`config.mk`:
```
export PLATFORM = sky130hd
export DESIGN_NAME = blur_frame_scheduler_flat
export DESIGN_NICKNAME = d
export VERILOG_FILES = /design/src/rtl/blur_frame_scheduler_if.sv /design/src/rtl/blur_frame_scheduler.sv /design/src/flat_wrapper.sv
export SDC_FILE = /design/constraint.sdc
export NUM_CORES = 1
export LEC_CHECK = 0
export BUFFER_PORTS_ARGS = -buffer_cell sky130_fd_sc_hd__buf_2
export CAP_MARGIN = 0
export CELL_PAD_IN_SITES_DETAIL_PLACEMENT = 1
export CELL_PAD_IN_SITES_GLOBAL_PLACEMENT = 2
export CORE_ASPECT_RATIO = 1.2
export CORE_MARGIN = 3
export CORE_UTILIZATION = 26
export CTS_CLUSTER_DIAMETER = 120
export DETAILED_ROUTE_END_ITERATION = 16
export GPL_ROUTABILITY_DRIVEN = 0
export PLACE_DENSITY = 0.82
export SETUP_SLACK_MARGIN = 0.15
export SLEW_MARGIN = 20
export SYNTH_ARGS = -nofsm -noshare
export SYNTH_HDL_FRONTEND = slang
export SYNTH_SLANG_ARGS = --single-unit
export TNS_END_PERCENT = 20
```
`constraint.sdc`:
```
create_clock -name clk -period 2 [get_ports clk]
set_input_delay 0 -clock clk [delete_from_list [all_inputs] [get_ports clk]]
set_output_delay 0 -clock clk [all_outputs]
set_load 0.03 [all_outputs]
```
`src/rtl/blur_frame_scheduler_if.sv`:
```
// blur_frame_scheduler_if: requester-side job bus of the blur frame scheduler
//   master: frame sources/sinks (req, kernel_type_*, data_in_*, valid_in)
//   slave : scheduler (grant, ready_in, data_out, valid_out, frame_done, frame_err, underrun)
interface blur_frame_scheduler_if;
  logic [1:0] req, kernel_type_0, kernel_type_1, valid_in;
  logic [1:0] grant, frame_done, frame_err, underrun;
  logic [7:0] data_in_0, data_in_1, data_out;
  logic ready_in, valid_out;
  modport master(
    output req, kernel_type_0, kernel_type_1, data_in_0, data_in_1, valid_in,
    input grant, ready_in, data_out, valid_out, frame_done, frame_err, underrun
  );
  modport slave(
    input req, kernel_type_0, kernel_type_1, data_in_0, data_in_1, valid_in,
    output grant, ready_in, data_out, valid_out, frame_done, frame_err, underrun
  );
endinterface

```
`src/rtl/blur_frame_scheduler.sv`:
```
// blur_frame_scheduler: round-robin sharing of one image_blur engine between two frame requesters
//   clk, reset (sync, active-low)
//   bus    : requester job bus (slave side)
//   busy   : a job is in progress
//   eng_*  : full control of the blur engine (start, kernel, input byte, output byte, done)
module blur_frame_scheduler #(
  parameter int WIDTH = 350,
  parameter int HEIGHT = 350,
  parameter int TIMEOUT = 1000000
) (
  input  logic                 clk,
  input  logic                 reset,
  blur_frame_scheduler_if.slave bus,
  output logic                 busy,
  output logic                 eng_start,
  output logic [1:0]           eng_kernel_type,
  output logic [7:0]           eng_image_in,
  input  logic [7:0]           eng_image_out,
  input  logic                 eng_done
);
  localparam int TOTAL = WIDTH * HEIGHT * 3;
  localparam int CW = $clog2((TOTAL > TIMEOUT ? TOTAL : TIMEOUT) + 1);
  typedef enum logic [2:0] {IDLE, START, LOAD, WAIT_DONE, GAP, DRAIN} state_t;
  state_t state;
  logic [CW-1:0] cnt;
  logic [1:0] grant, ur;
  logic last, own, sel, vin, frame_end, time_up;
  logic [7:0] din;
  // owner index follows the one-hot grant; on a tie the requester that did not finish last wins
  assign own = grant[1];
  assign sel = bus.req == 2'b11 ? ~last : bus.req[1];
  assign din = own ? bus.data_in_1 : bus.data_in_0;
  assign vin = bus.valid_in[own];
  assign frame_end = cnt == CW'(TOTAL - 1);
  assign time_up = cnt == CW'(TIMEOUT - 1);
  assign bus.grant = grant;
  assign bus.underrun = ur;
  assign busy = state != IDLE;
  assign eng_start = state == START;
  assign bus.ready_in = state == LOAD;
  assign eng_image_in = state == LOAD && vin ? din : 8'h00;
  assign bus.valid_out = state == DRAIN;
  assign bus.data_out = state == DRAIN ? eng_image_out : 8'h00;
  assign bus.frame_done = state == DRAIN && frame_end ? grant : 2'b00;
  // a done arriving on the timeout cycle takes precedence over the abort
  assign bus.frame_err = state == WAIT_DONE && !eng_done && time_up ? grant : 2'b00;
  always_ff @(posedge clk)
    if (!reset) begin
      state <= IDLE;
      cnt <= '0;
      last <= 1'b1;
      grant <= 2'b00;
      ur <= 2'b00;
      eng_kernel_type <= 2'b00;
    end else
      case (state)
        IDLE:
          if (|bus.req) begin
            state <= START;
            grant <= sel ? 2'b10 : 2'b01;
            eng_kernel_type <= sel ? bus.kernel_type_1 : bus.kernel_type_0;
          end
        START: begin
          state <= LOAD;
          cnt <= '0;
        end
        LOAD: begin
          if (!vin) ur[own] <= 1'b1;
          if (frame_end) begin
            state <= WAIT_DONE;
            cnt <= '0;
          end else cnt <= cnt + 1'b1;
        end
        WAIT_DONE:
          if (eng_done) state <= GAP;
          else if (time_up) begin
            state <= IDLE;
            last <= own;
            grant <= 2'b00;
          end else cnt <= cnt + 1'b1;
        GAP: begin
          state <= DRAIN;
          cnt <= '0;
        end
        DRAIN:
          if (frame_end) begin
            state <= IDLE;
            last <= own;
            grant <= 2'b00;
          end else cnt <= cnt + 1'b1;
        default: state <= IDLE;
      endcase
endmodule

```
`src/flat_wrapper.sv`:
```
// flat-port wrapper written by rule: the top's interface ports become plain ports
module blur_frame_scheduler_flat 
#(
  parameter int WIDTH = 350,
  parameter int HEIGHT = 350,
  parameter int TIMEOUT = 1000000
)
  (clk, reset, busy, eng_start, eng_kernel_type, eng_image_in, eng_image_out, eng_done, bus_req, bus_kernel_type_0, bus_kernel_type_1, bus_data_in_0, bus_data_in_1, bus_valid_in, bus_grant, bus_ready_in, bus_data_out, bus_valid_out, bus_frame_done, bus_frame_err, bus_underrun);
  blur_frame_scheduler_if bus_i ();
  input  logic clk;
  input  logic reset;
  output logic busy;
  output logic eng_start;
  output logic [1:0] eng_kernel_type;
  output logic [7:0] eng_image_in;
  input  logic [7:0] eng_image_out;
  input  logic eng_done;
  input wire logic [$bits(bus_i.req)-1:0] bus_req;
  input wire logic [$bits(bus_i.kernel_type_0)-1:0] bus_kernel_type_0;
  input wire logic [$bits(bus_i.kernel_type_1)-1:0] bus_kernel_type_1;
  input wire logic [$bits(bus_i.data_in_0)-1:0] bus_data_in_0;
  input wire logic [$bits(bus_i.data_in_1)-1:0] bus_data_in_1;
  input wire logic [$bits(bus_i.valid_in)-1:0] bus_valid_in;
  output wire logic [$bits(bus_i.grant)-1:0] bus_grant;
  output wire logic [$bits(bus_i.ready_in)-1:0] bus_ready_in;
  output wire logic [$bits(bus_i.data_out)-1:0] bus_data_out;
  output wire logic [$bits(bus_i.valid_out)-1:0] bus_valid_out;
  output wire logic [$bits(bus_i.frame_done)-1:0] bus_frame_done;
  output wire logic [$bits(bus_i.frame_err)-1:0] bus_frame_err;
  output wire logic [$bits(bus_i.underrun)-1:0] bus_underrun;
  assign bus_i.req = bus_req;
  assign bus_i.kernel_type_0 = bus_kernel_type_0;
  assign bus_i.kernel_type_1 = bus_kernel_type_1;
  assign bus_i.data_in_0 = bus_data_in_0;
  assign bus_i.data_in_1 = bus_data_in_1;
  assign bus_i.valid_in = bus_valid_in;
  assign bus_grant = bus_i.grant;
  assign bus_ready_in = bus_i.ready_in;
  assign bus_data_out = bus_i.data_out;
  assign bus_valid_out = bus_i.valid_out;
  assign bus_frame_done = bus_i.frame_done;
  assign bus_frame_err = bus_i.frame_err;
  assign bus_underrun = bus_i.underrun;
  blur_frame_scheduler #(.WIDTH(WIDTH), .HEIGHT(HEIGHT), .TIMEOUT(TIMEOUT)) u_core (.clk(clk), .reset(reset), .bus(bus_i), .busy(busy), .eng_start(eng_start), .eng_kernel_type(eng_kernel_type), .eng_image_in(eng_image_in), .eng_image_out(eng_image_out), .eng_done(eng_done));
endmodule
```
# Word level (Yosys, flattened, before mapping)
# Index checks and enable logic that the tools add are counted.
# totals
register_bits	30
inputBits	35
elab_cells	79
# classes
add_sub_neg	1
magnitude_cmp	2
eq_ne	16
muxes	32
bitwise_logic	3
n_reduce_logical	19
# op_table
cell	count
$mux 20	4
$pmux 20 s4	1
$mux 8	3
$add 20x1->20 const B	1
$eq 20x19->1 const B	1
$eq 20x20->1 const B	1
$pmux 3 s6	1
$mux 2	8
$mux 3	5
$reduce_and 4->1	3
$ne 2x1->1 const B	4
$mux 1	7
$eq 3x2->1 const B	2
$eq 3x3->1 const B	2
$ne 2x2->1 const B	3
$pmux 2 s3	1
$reduce_bool 3->1	2
$logic_and 1x1->1	5
$reduce_and 5->1	1
$reduce_and 2->1	2
$reduce_bool 4->1	1
$reduce_or 2->1	2
$eq 3x1->1 const B	1
$logic_not 3->1	1
10 further kinds	11

# Depth between registers and ports, before layout
# Gate-level depths: netlist (run 1).
# depth
word_depth	5
mapped_depth	8
depth_no_buf	6

# Worst setup path before layout (run 1)
# OpenSTA, ideal clock, no wires.
# synth_timing
kind	flip-flop to flip-flop
start	register u_core.state[0]
end	register u_core.cnt[9]
arrival_time_ns	2.065
slack_ns	-0.203
stages_incl_launch_ff	7
n_path_buf	1
cell_sequence	dfxtp_1 -> buf_2 -> nor3b_1 -> a211oi_1 -> o31a_1 -> o211ai_1 -> o221ai_1
# synth_via
elab_chain_cells	4
# synth_rtl
element	line	source
from (decl)	blur_frame_scheduler.sv:24	state_t state;
from (signal assigned)	blur_frame_scheduler.sv:49	state <= IDLE;
from (signal assigned)	blur_frame_scheduler.sv:59	state <= START;
from (signal assigned)	blur_frame_scheduler.sv:64	state <= LOAD;
$eq 3x1->1 (*)	n/a	
named net eng_start	flat_wrapper.sv:13	output logic eng_start;
$reduce_or 2->1 (no line) (*)	n/a	
$reduce_bool 4->1 (no line)	n/a	
$reduce_and 4->1 (no line)	n/a	
to (signal assigned)	blur_frame_scheduler.sv:72	end else cnt <= cnt + 1'b1;
to (signal assigned)	blur_frame_scheduler.sv:80	end else cnt <= cnt + 1'b1;
to (signal assigned)	blur_frame_scheduler.sv:90	end else cnt <= cnt + 1'b1;
to (decl)	blur_frame_scheduler.sv:25	logic [CW-1:0] cnt;
# Mark *: on every way through the listed nets, which the timed path passes. The rest lies on a longest branch.
# A chain may end at the register's enable or synchronous reset.

# Worst setup path in the final report (run 1)
# layout_timing
start	register u_core.cnt[18]
end	output bus_frame_err[1]
# layout_via
elab_chain_cells	3
# layout_rtl
element	line	source
$eq 20x20->1	blur_frame_scheduler.sv:35	assign time_up = cnt == CW'(TIMEOUT - 1);
$logic_and 1x1->1	blur_frame_scheduler.sv:46	assign bus.frame_err = state == WAIT_DONE && !eng_done && time_up ? grant : 2'b00;
$mux 2	blur_frame_scheduler.sv:46	
to (decl)	flat_wrapper.sv:29	output wire logic [$bits(bus_i.frame_err)-1:0] bus_frame_err;
# Every way passes these cells.

==> results of run 1 <==
per-layer routing:
| metal | track usage (%) | routed length [microns] |
|---|---|---|
| met3 | 3.597 | 456 |
| met5 | 0 | 0 |
| met4 | 4.212 | 321 |
| met2 | 34.55 | 5115 |
| met1 | 21.05 | 3515 |
logic make-up after synthesis:
group / count (synthesis) / synth area share, %
AND/OR/NAND/NOR: 138 / 39.16
AO/OA/AOI/OAI: 54 / 18.29
flip-flops: 30 / 28.05
buffers and inverters: 27 / 5.961
multiplexers: 16 / 7.539
XOR/XNOR: 1 / 0.4092
adder cells (fa/ha/maj): 1 / 0.5844
report_power, final:
group	internal, mW	switching, mW	total [mW]
clock	0.278	0.248	0.525
combinational	0.195	0.276	0.471
sequential	0.614	0.0219	0.636
critical path: stages (launching register included):
cell and delay (ns):
dfxtp_4 0.38, nor4bb_4 0.35, nand2_1 0.19, nor4b_2 0.33
buf_4 0.16, and3_1 0.16, buf_4 0.16
synthesized netlist by cell type, drive strengths merged (8+ instances only):
library cell   n
a21oi         12
and2          11
and3          10
buf           10
dfxtp         30
inv           13
mux2i         15
nand2         19
nand3         20
nand4          9
nor2          23
o31ai          8
or3            8
area by class of cell:
| class | instances | share of cell area [%] |
|---|---|---|
| inverter | 14 | 1.498 |
| tap | 92 | 3.282 |
| multi-input combinational | 210 | 49.66 |
| clock buffer | 7 | 2.462 |
| timing repair buffer | 128 | 24.72 |
| clock inverter | 1 | 0.1427 |
| sequential | 30 | 18.23 |
how the worst max path moves through the flow:
stage | slack (ns) | end | startpoint | cells after the start
2_1_floorplan | 0.15 | u_core.cnt[9]$_SDFFE_PN0P_ | u_core.cnt[13]$_SDFFE_PN0P_ | 5
3_3_place_gp | -0.04 | u_core.cnt[5]$_SDFFE_PN0P_ | u_core.cnt[16]$_SDFFE_PN0P_ | 6
3_5_place_dp | 0.009 | u_core.cnt[16]$_SDFFE_PN0P_ | u_core.cnt[4]$_SDFFE_PN0P_ | 6
4_1_cts | 0.07 | bus_frame_done[1] | u_core.cnt[5]$_SDFFE_PN0P_ | 7
5_1_grt | -0.07 | bus_frame_err[1] | u_core.cnt[7]$_SDFFE_PN0P_ | 7
6_report | -0.02 | bus_frame_err[1] | u_core.cnt[18]$_SDFFE_PN0P_ | 6
stage by stage:
stage | instance area (sq um) | setup WS, ns | instances
3_5_place_dp | 2897 | 0.009128 | 460
5_1_grt | 3507 | -0.06536 | 482
6_report | 3507 | -0.01943 | 482
3_3_place_gp | 2897 | -0.04484 | 460
2_1_floorplan | 2161 | 0.1478 | 267
4_1_cts | 3162 | 0.07256 | 471
flip-flops by register name (all words and copies together), names as in the netlist:
register	count
u_core.eng_kernel_type	2
u_core.cnt	20
u_core.last	1
u_core.state	3
u_core.bus.underrun	2
u_core.bus.grant	2
timing repair:
item,4_1_cts,5_1_grt
resized for setup,39,58
hold buffers,0,0
endpoints found under the setup margin,34,36
pin swaps,7,27
setup buffers,3,11
gates cloned,0,0
==> results.cfg, run 1 <==
[global_route]
grt_pass1_wl_mm = 13.79
grt_overflow = 0
antenna_found_initial = 0
track_usage_pct = 18.54
grt_max_degree = 20
grt_pass1_vias = 2772

[pwr]
power.total_mw = 1.632
vdd_drop_max_mv = 0.2877
p_per_area_nw_per_um2 = 465.3
p_leak_nw = 1.458

[die]
io_pins = 65
start_util_pct = 27.31
dieWidth_microns = 88.84
die_area_sq_um = 9363
fp-row-count = 35
design.core.area_sq_um = 7839
die_y_microns = 105.4

[cells_and_area]
layout_common_cells = 60 x buf_2, 54 x buf_4, 23 x nor2_1
multiInputGateArea_sq_um = 1742
final_core_util_pct = 44.74
syn_to_final_growth_pct = 63.82
seq_area_sq_um = 639.4
filler_cell_count = 950
diodes = 0
nNetsFinal = 425
final_common_cell = buf_2
layout-drive-gt1-share_pct = 52.05

[hold_path]
hold_end = u_core.state[2]$_SDFFE_PN0P_
hold_class = in -> reg
min_delay_path_depth = 3
min_from = eng_done

[timing]
fin_setup_tns_ns = -0.02314
finalCritPeriodShare_pct = 101.0
final_max_slew_viol_count = 0
slew_headroom_pct = 60.70
holdWs_ns = 0.02950
hold_viol_final = 0
grt_setup_unrepaired = yes
max_freq_mhz = 495.2
fin_worst_skew_ns = 0.008977
min_period_ns = 2.019
tightest_slew_ns = 0.5842
setup_ws_ns = -0.01943
setup_viol = 2

[route]
via_count = 2692
routedWlPerCell_microns = 19.52
routed_wl_mm = 9.409
drc = 0
via_per_inst = 5.585
drtIter0Drc = 94
ant_nets = 0
drt-pass1-iter-count = 4

[clock_tree]
clk_pin_slew_worst_paths_ns = 0.07
cts.sinks = 30
clock_latency_ns = 0.29
cts_tree = yes
clk_path_buf_depth = 2
htree_levels = 2
cts_buffers = 5
cts_root_buf = clkbuf_8

[setup_path]
worstPathArrival_ns = 2.02
critPathLaunchType = flop
crit_fanout = 3
regToRegSetupSlack_ns = 0.05
worstSetupPathType = reg -> out
worstReg2RegStart = u_core.cnt[10]$_SDFFE_PN0P_
cp.required_ns = 2.00
endpoint_kind = output pin
worstRegToRegCells = 6
rr_endpoint = u_core.cnt[10]$_SDFFE_PN0P_

[synth]
ys_ff_latch = 30
synthesis.area_sq_um = 2141
synth_top_area_share_pct = 28.05
syn_avg_cell_area_sq_um = 8.018
synth_edf_count = 0
synth_fp_nets = 303
ys_seq_area_share_pct = 28.05
yosys_warnings = 0
synthDistinctLibCells = 54
synthTopCellsByArea = dfxtp_1 28%, mux2i_1 7.0%, nand3_1 4.4%
synthFlopType = dfxtp_1
synthArstFlopShare_pct = 0
yosysTopAreaCell = dfxtp_1
synthCells = 267

[run]
cap_violations = 0

[placed_design]
hpwl_mm = 6.535
io_buffers = 64

[outcome]
outcome = finished, violations left
violations = negative setup slack
Power figures use the tool's default switching activity.
==> run 2, diff against run 1 <==
Settings changed: CAP_MARGIN 0 to unset, GPL_ROUTABILITY_DRIVEN 0 to 1, HOLD_SLACK_MARGIN set to 0.03.
==> run 2 against run 1 <==
  * The flow still finishes with violations (negative setup slack)
  * Non-clock buffer count is 1 higher
  * Die area unchanged
  * Via count up 0.22%
  * Fmax increased by 0.49%
  * Clock power barely moved
  * Sequential cell count is the same
  * Register-to-register slack is essentially flat
  * Global-route usage increased by 0.094 points
  * Critical path depth unchanged
  * Cell area increased by 0.29%
  * Clock skew is 0.0011 ns lower
  * Critical path type unchanged
  * Largest cell class unchanged
==> results.cfg, run 2 (synthesis gave the netlist of run 1 again) <==
[outcome]
outcome = finished, violations left
violations = negative setup slack

[route]
via_per_inst = 5.586
drt-pass1-iter-count = 4
met3_length_microns = 461
routed_wl_mm = 9.435
wl_met1_mm = 3.549
via_count = 2698
drc = 0
drtIter0Drc = 87
met2_length_mm = 5.117
routedWlPerCell_microns = 19.53
ant_nets = 0
top_layer = met4

[pwr]
vdd_drop_max_mv = 0.2883
p_per_area_nw_per_um2 = 465.3
combPwrFrac_pct = 28.9
power.total_mw = 1.637
switching_share_pct = 33.54
clockPowerShare_pct = 32.2
p_int_mw = 1.088
p_seq_share_pct = 38.8
p_leak_nw = 1.462
switchingPower_mw = 0.5490

[clock_tree]
cts_buffers = 5
cts_root_buf = clkbuf_8
clock_latency_ns = 0.29
clk_path_buf_depth = 2
clk_pin_slew_worst_paths_ns = 0.07
cts_tree = yes
cts.sinks = 30
htree_levels = 2

[cells_and_area]
seq_area_sq_um = 639.4
diodes = 0
nNetsFinal = 426
filler_cell_count = 950
syn_to_final_growth_pct = 64.29
instances_no_fill = 483
layout-drive-gt1-share_pct = 51.92
multiInputGateArea_sq_um = 1742
final_core_util_pct = 44.87
reg_top3 = u_core.cnt x20, u_core.state x3
largest_reg_flops = 20
layout_common_cells = 60 x buf_2, 54 x buf_4, 23 x nor2_1
final_common_cell = buf_2
regMostFlops = u_core.cnt

[setup_path]
critPathLaunchType = flop
cp.required_ns = 2.00
worstSetupPathType = reg -> out
worstPathArrival_ns = 2.01
crit_chain = nor4bb_4 > nand2_1 > nor4b_2 > buf_4 > and3_1 > buf_4
endpoint_kind = output pin
cpMostUsedCell = buf_4
crit_slowest_cell = dfxtp_4
critPathTopFamily = simple AND/OR/NAND/NOR gates
critical_path.max_stage_delay_ns = 0.38
path_buf_inv = 2
crit_fanout = 3

[placed_design]
gp_congestion = 0.8737
hpwl_mm = 6.535
placed_cells = 460
io_buffers = 64

[timing]
tightest_slew_ns = 0.5901
final_max_slew_viol_count = 0
setup_viol = 1
slew_headroom_pct = 60.31
setup_ws_ns = -0.009607
grt_setup_unrepaired = yes
hold_viol_final = 0
min_period_ns = 2.010
finalCritPeriodShare_pct = 100.5
fin_worst_skew_ns = 0.007869
holdWs_ns = 0.04542
max_freq_mhz = 497.6

[die]
die_y_microns = 105.4
design.core.area_sq_um = 7839
fp-row-count = 35
io_pins = 65
dieWidth_microns = 88.84
die_area_sq_um = 9363
start_util_pct = 27.31

[global_route]
grt_max_degree = 20
antenna_found_initial = 0
grt_pass1_wl_mm = 13.87
grt_overflow = 0
grt_pass1_vias = 2780
track_usage_pct = 18.64

[run]
cap_violations = 0

[hold_path]
hold_class = in -> reg
## run 2: area by class of cell
cell class                 instances  share of cell area (%)
multi-input combinational        210                   49.52
timing repair buffer             129                   24.94
sequential                        30                   18.18
tap                               92                   3.273
clock buffer                       7                   2.455
inverter                          14                   1.494
clock inverter                     1                  0.1423
## run 2: worst reg2reg max path: stages, from the launching register on
cell and delay (ns):
dfxtp_4 0.36, nand4bb_4 0.26, or4_4 0.54, o31a_1 0.27, buf_6 0.14, o211ai_1 0.09, o221ai_1 0.15
## run 2: path summary, 6_finish.rpt
path | start | endpoint | slack, ns | cells after the start
worst max-delay path | u_core.cnt[18]$_SDFFE_PN0P_ | bus_frame_err[1] | -0.01 | 6
worst max register to register | u_core.cnt[10]$_SDFFE_PN0P_ | u_core.cnt[10]$_SDFFE_PN0P_ | 0.05 | 6
worst min-delay path | bus_valid_in[1] | u_core.bus.underrun[1]$_SDFFE_PN0P_ | 0.05 | 4
worst min register to register | u_core.bus.underrun[1]$_SDFFE_PN0P_ | u_core.bus.underrun[1]$_SDFFE_PN0P_ | 0.48 | 2
## run 2: power by group through the flow
stage / Sequential, mW / Combinational (mW) / Clock, mW
global route: 0.639 / 0.509 / 0.564
global placement: 0.656 / 0.396 / 0
floorplan: 0.677 / 0.218 / 0
CTS: 0.642 / 0.417 / 0.536
detailed placement: 0.658 / 0.404 / 0
finish: 0.636 / 0.474 / 0.527
## run 2: what timing repair did
| item | in CTS | in global routing |
|---|---|---|
| resized for setup | 39 | 58 |
| hold endpoints to repair | 1 | 0 |
| hold buffers | 1 | 0 |
| pin swaps | 7 | 27 |
| setup endpoints to repair | 34 | 36 |
| buffers inserted | 3 | 11 |
## run 2: layer usage
metal,global-route usage (%),vias to the layer above
li1,-,1258
met3,3.675,25
met4,4.536,0
met5,0,-
met1,21.24,1321
met2,34.45,94
## run 2: metrics by stage
step	worst slack [ns]	setup TNS, ns	instance area (sq um)
final	-0.009607	-0.009607	3517
after global routing	-0.06536	-0.2641	3517
after CTS	0.07256	0	3172
after detailed placement	0.009128	0	2897
after global placement	-0.04484	-0.1348	2897
after floorplan	0.1478	0	2161
==> run 3, diff against run 2 <==
Settings changed: TNS_END_PERCENT 20 to 100.
==> run 3 against run 2 <==
  * The run still ends with negative setup slack left
  * Clock power hardly changed
  * Largest cell class unchanged
  * Setup slack worse by 0.045 ns
  * Critical path type unchanged
  * Sequential share of layout area is 0.82 points higher
  * Total power is 1.6% lower
  * Non-clock buffer count is 4 lower
  * Combinational power is 7.0% lower
  * Hold slack worse by 0.0016 ns
  * Clock skew is 0.00082 ns lower
  * Final cell count is 0.83% lower
  * Fmax is 2.2% lower
  * Register-to-register slack worse by 0.04 ns
  * Highest routed layer unchanged
==> results.cfg, run 3 (synthesis gave the netlist of run 1 again) <==
[outcome]
outcome = finished, violations left
violations = negative setup slack

[cells_and_area]
regMostFlops = u_core.cnt
largest_reg_flops = 20
diodes = 0
nNetsFinal = 422
layout_common_cells = 60 x buf_2, 57 x buf_4, 23 x nor2_1
reg_top3 = u_core.cnt x20, u_core.state x3
filler_cell_count = 973
layout-drive-gt1-share_pct = 47.55
final_core_util_pct = 42.27
syn_to_final_growth_pct = 54.76
instances_no_fill = 479
final_common_cell = buf_2

[die]
die_y_microns = 105.4
die_area_sq_um = 9363
design.core.area_sq_um = 7839
io_pins = 65
fp-row-count = 35
start_util_pct = 27.31
dieWidth_microns = 88.84

[setup_path]
critPathLaunchType = flop
endpoint_kind = output pin
worstSetupPathType = reg -> out
crit_chain = nor4bb_4 > nand4_1 > nor4b_4 > buf_4 > and3_4 > buf_6
critical_path.max_stage_delay_ns = 0.39
worstPathArrival_ns = 2.05
crit_slowest_cell = nor4bb_4
crit_fanout = 3
cp.required_ns = 2.00
path_buf_inv = 2
critPathTopFamily = simple AND/OR/NAND/NOR gates

[placed_design]
gp_congestion = 0.8737
placed_cells = 460
io_buffers = 64
hpwl_mm = 6.535
dpl_worst_slack_ns = 0.009128

[route]
routedWlPerCell_microns = 18.33
via_count = 2627
drtIter0Drc = 69
drt-pass1-iter-count = 4
ant_nets = 0
routed_wl_mm = 8.779
via_per_inst = 5.484
drc = 0

[timing]
grt_setup_unrepaired = yes
setup_viol = 2
final_max_slew_viol_count = 0
fin_setup_tns_ns = -0.1035
holdWs_ns = 0.04378
finalCritPeriodShare_pct = 102.7
hold_viol_final = 0
setup_ws_ns = -0.05412
min_period_ns = 2.054
slew_headroom_pct = 60.56
tightest_slew_ns = 0.5863
max_freq_mhz = 486.8
fin_worst_skew_ns = 0.007045

[clock_tree]
cts.sinks = 30
htree_levels = 2
clk_path_buf_depth = 2
cts_root_buf = clkbuf_8
cts_tree = yes
cts_buffers = 5
clk_pin_slew_worst_paths_ns = 0.07
clock_latency_ns = 0.29

[pwr]
vdd_drop_max_mv = 0.2794
p_leak_nw = 1.405
p_per_area_nw_per_um2 = 486.2

[global_route]
grt_pass1_wl_mm = 14.28
grt_overflow = 0
antenna_found_initial = 0
track_usage_pct = 19.26
grt_pass1_vias = 2879
grt_max_degree = 20

[run]
cap_violations = 0

[hold_path]
hold_class = in -> reg
-- run 3: cell count changes in the layout (fill, tap and decap cells not counted), sizes merged --
cell,delta
buf,-4
-- run 3: routing by layer --
layer	GRT usage [%]	vias up	share of wire, %
li1	-	1244	-
met1	21.33	1272	38
met2	35.03	91	54
met3	3.831	20	5.4
met4	7.235	0	2.5
met5	0	-	0
-- run 3: where the power goes --
group          switching [mW]  internal [mW]
Combinational           0.257          0.184
Clock                   0.252          0.278
Sequential             0.0216          0.618
-- run 3: worst register-to-register path, stage by stage, from the launching register on --
cell and delay (ns):
dfxtp_4 0.38, nor4bb_4 0.39, nand2_1 0.16, o31ai_2 0.40
buf_4 0.20, o21ai_2 0.15, o221ai_1 0.23
-- run 3: worst paths after layout --
check        slack, ns  cells after the start                                  end                                 from
max reg2reg       0.01                      6          u_core.cnt[10]$_SDFFE_PN0P_          u_core.cnt[18]$_SDFFE_PN0P_
max              -0.05                      6                    bus_frame_done[0]          u_core.cnt[18]$_SDFFE_PN0P_
min               0.04                      4  u_core.bus.underrun[1]$_SDFFE_PN0P_                      bus_valid_in[1]
min reg2reg       0.48                      2  u_core.bus.underrun[1]$_SDFFE_PN0P_  u_core.bus.underrun[1]$_SDFFE_PN0P_
-- run 3: final cells by class --
type	count	area (sq um)	share of cell area [%]
Clock buffer	7	86.33	2.606
Clock inverter	1	5.005	0.1511
Inverter	14	52.55	1.586
Multi-Input combinational cell	210	1608	48.53
Sequential cell	30	629.4	19.00
Tap cell	92	115.1	3.474
Timing Repair Buffer	125	817.0	24.66
-- run 3: metrics by stage --
step                      total power, mW  instance area [sq um]
after floorplan                    0.8951                   2161
after global placement              1.051                   2897
after detailed placement            1.062                   2897
after CTS                           1.605                   3252
after global routing                1.693                   3313
final                               1.611                   3313
-- run 3: timing repair --
action | in CTS | in global routing
setup buffers | 8 | 2
hold buffers | 1 | 0
hold endpoints to repair | 1 | 0
pin swaps | 12 | 0
setup endpoints to repair | 34 | 36
resized for setup | 49 | 12
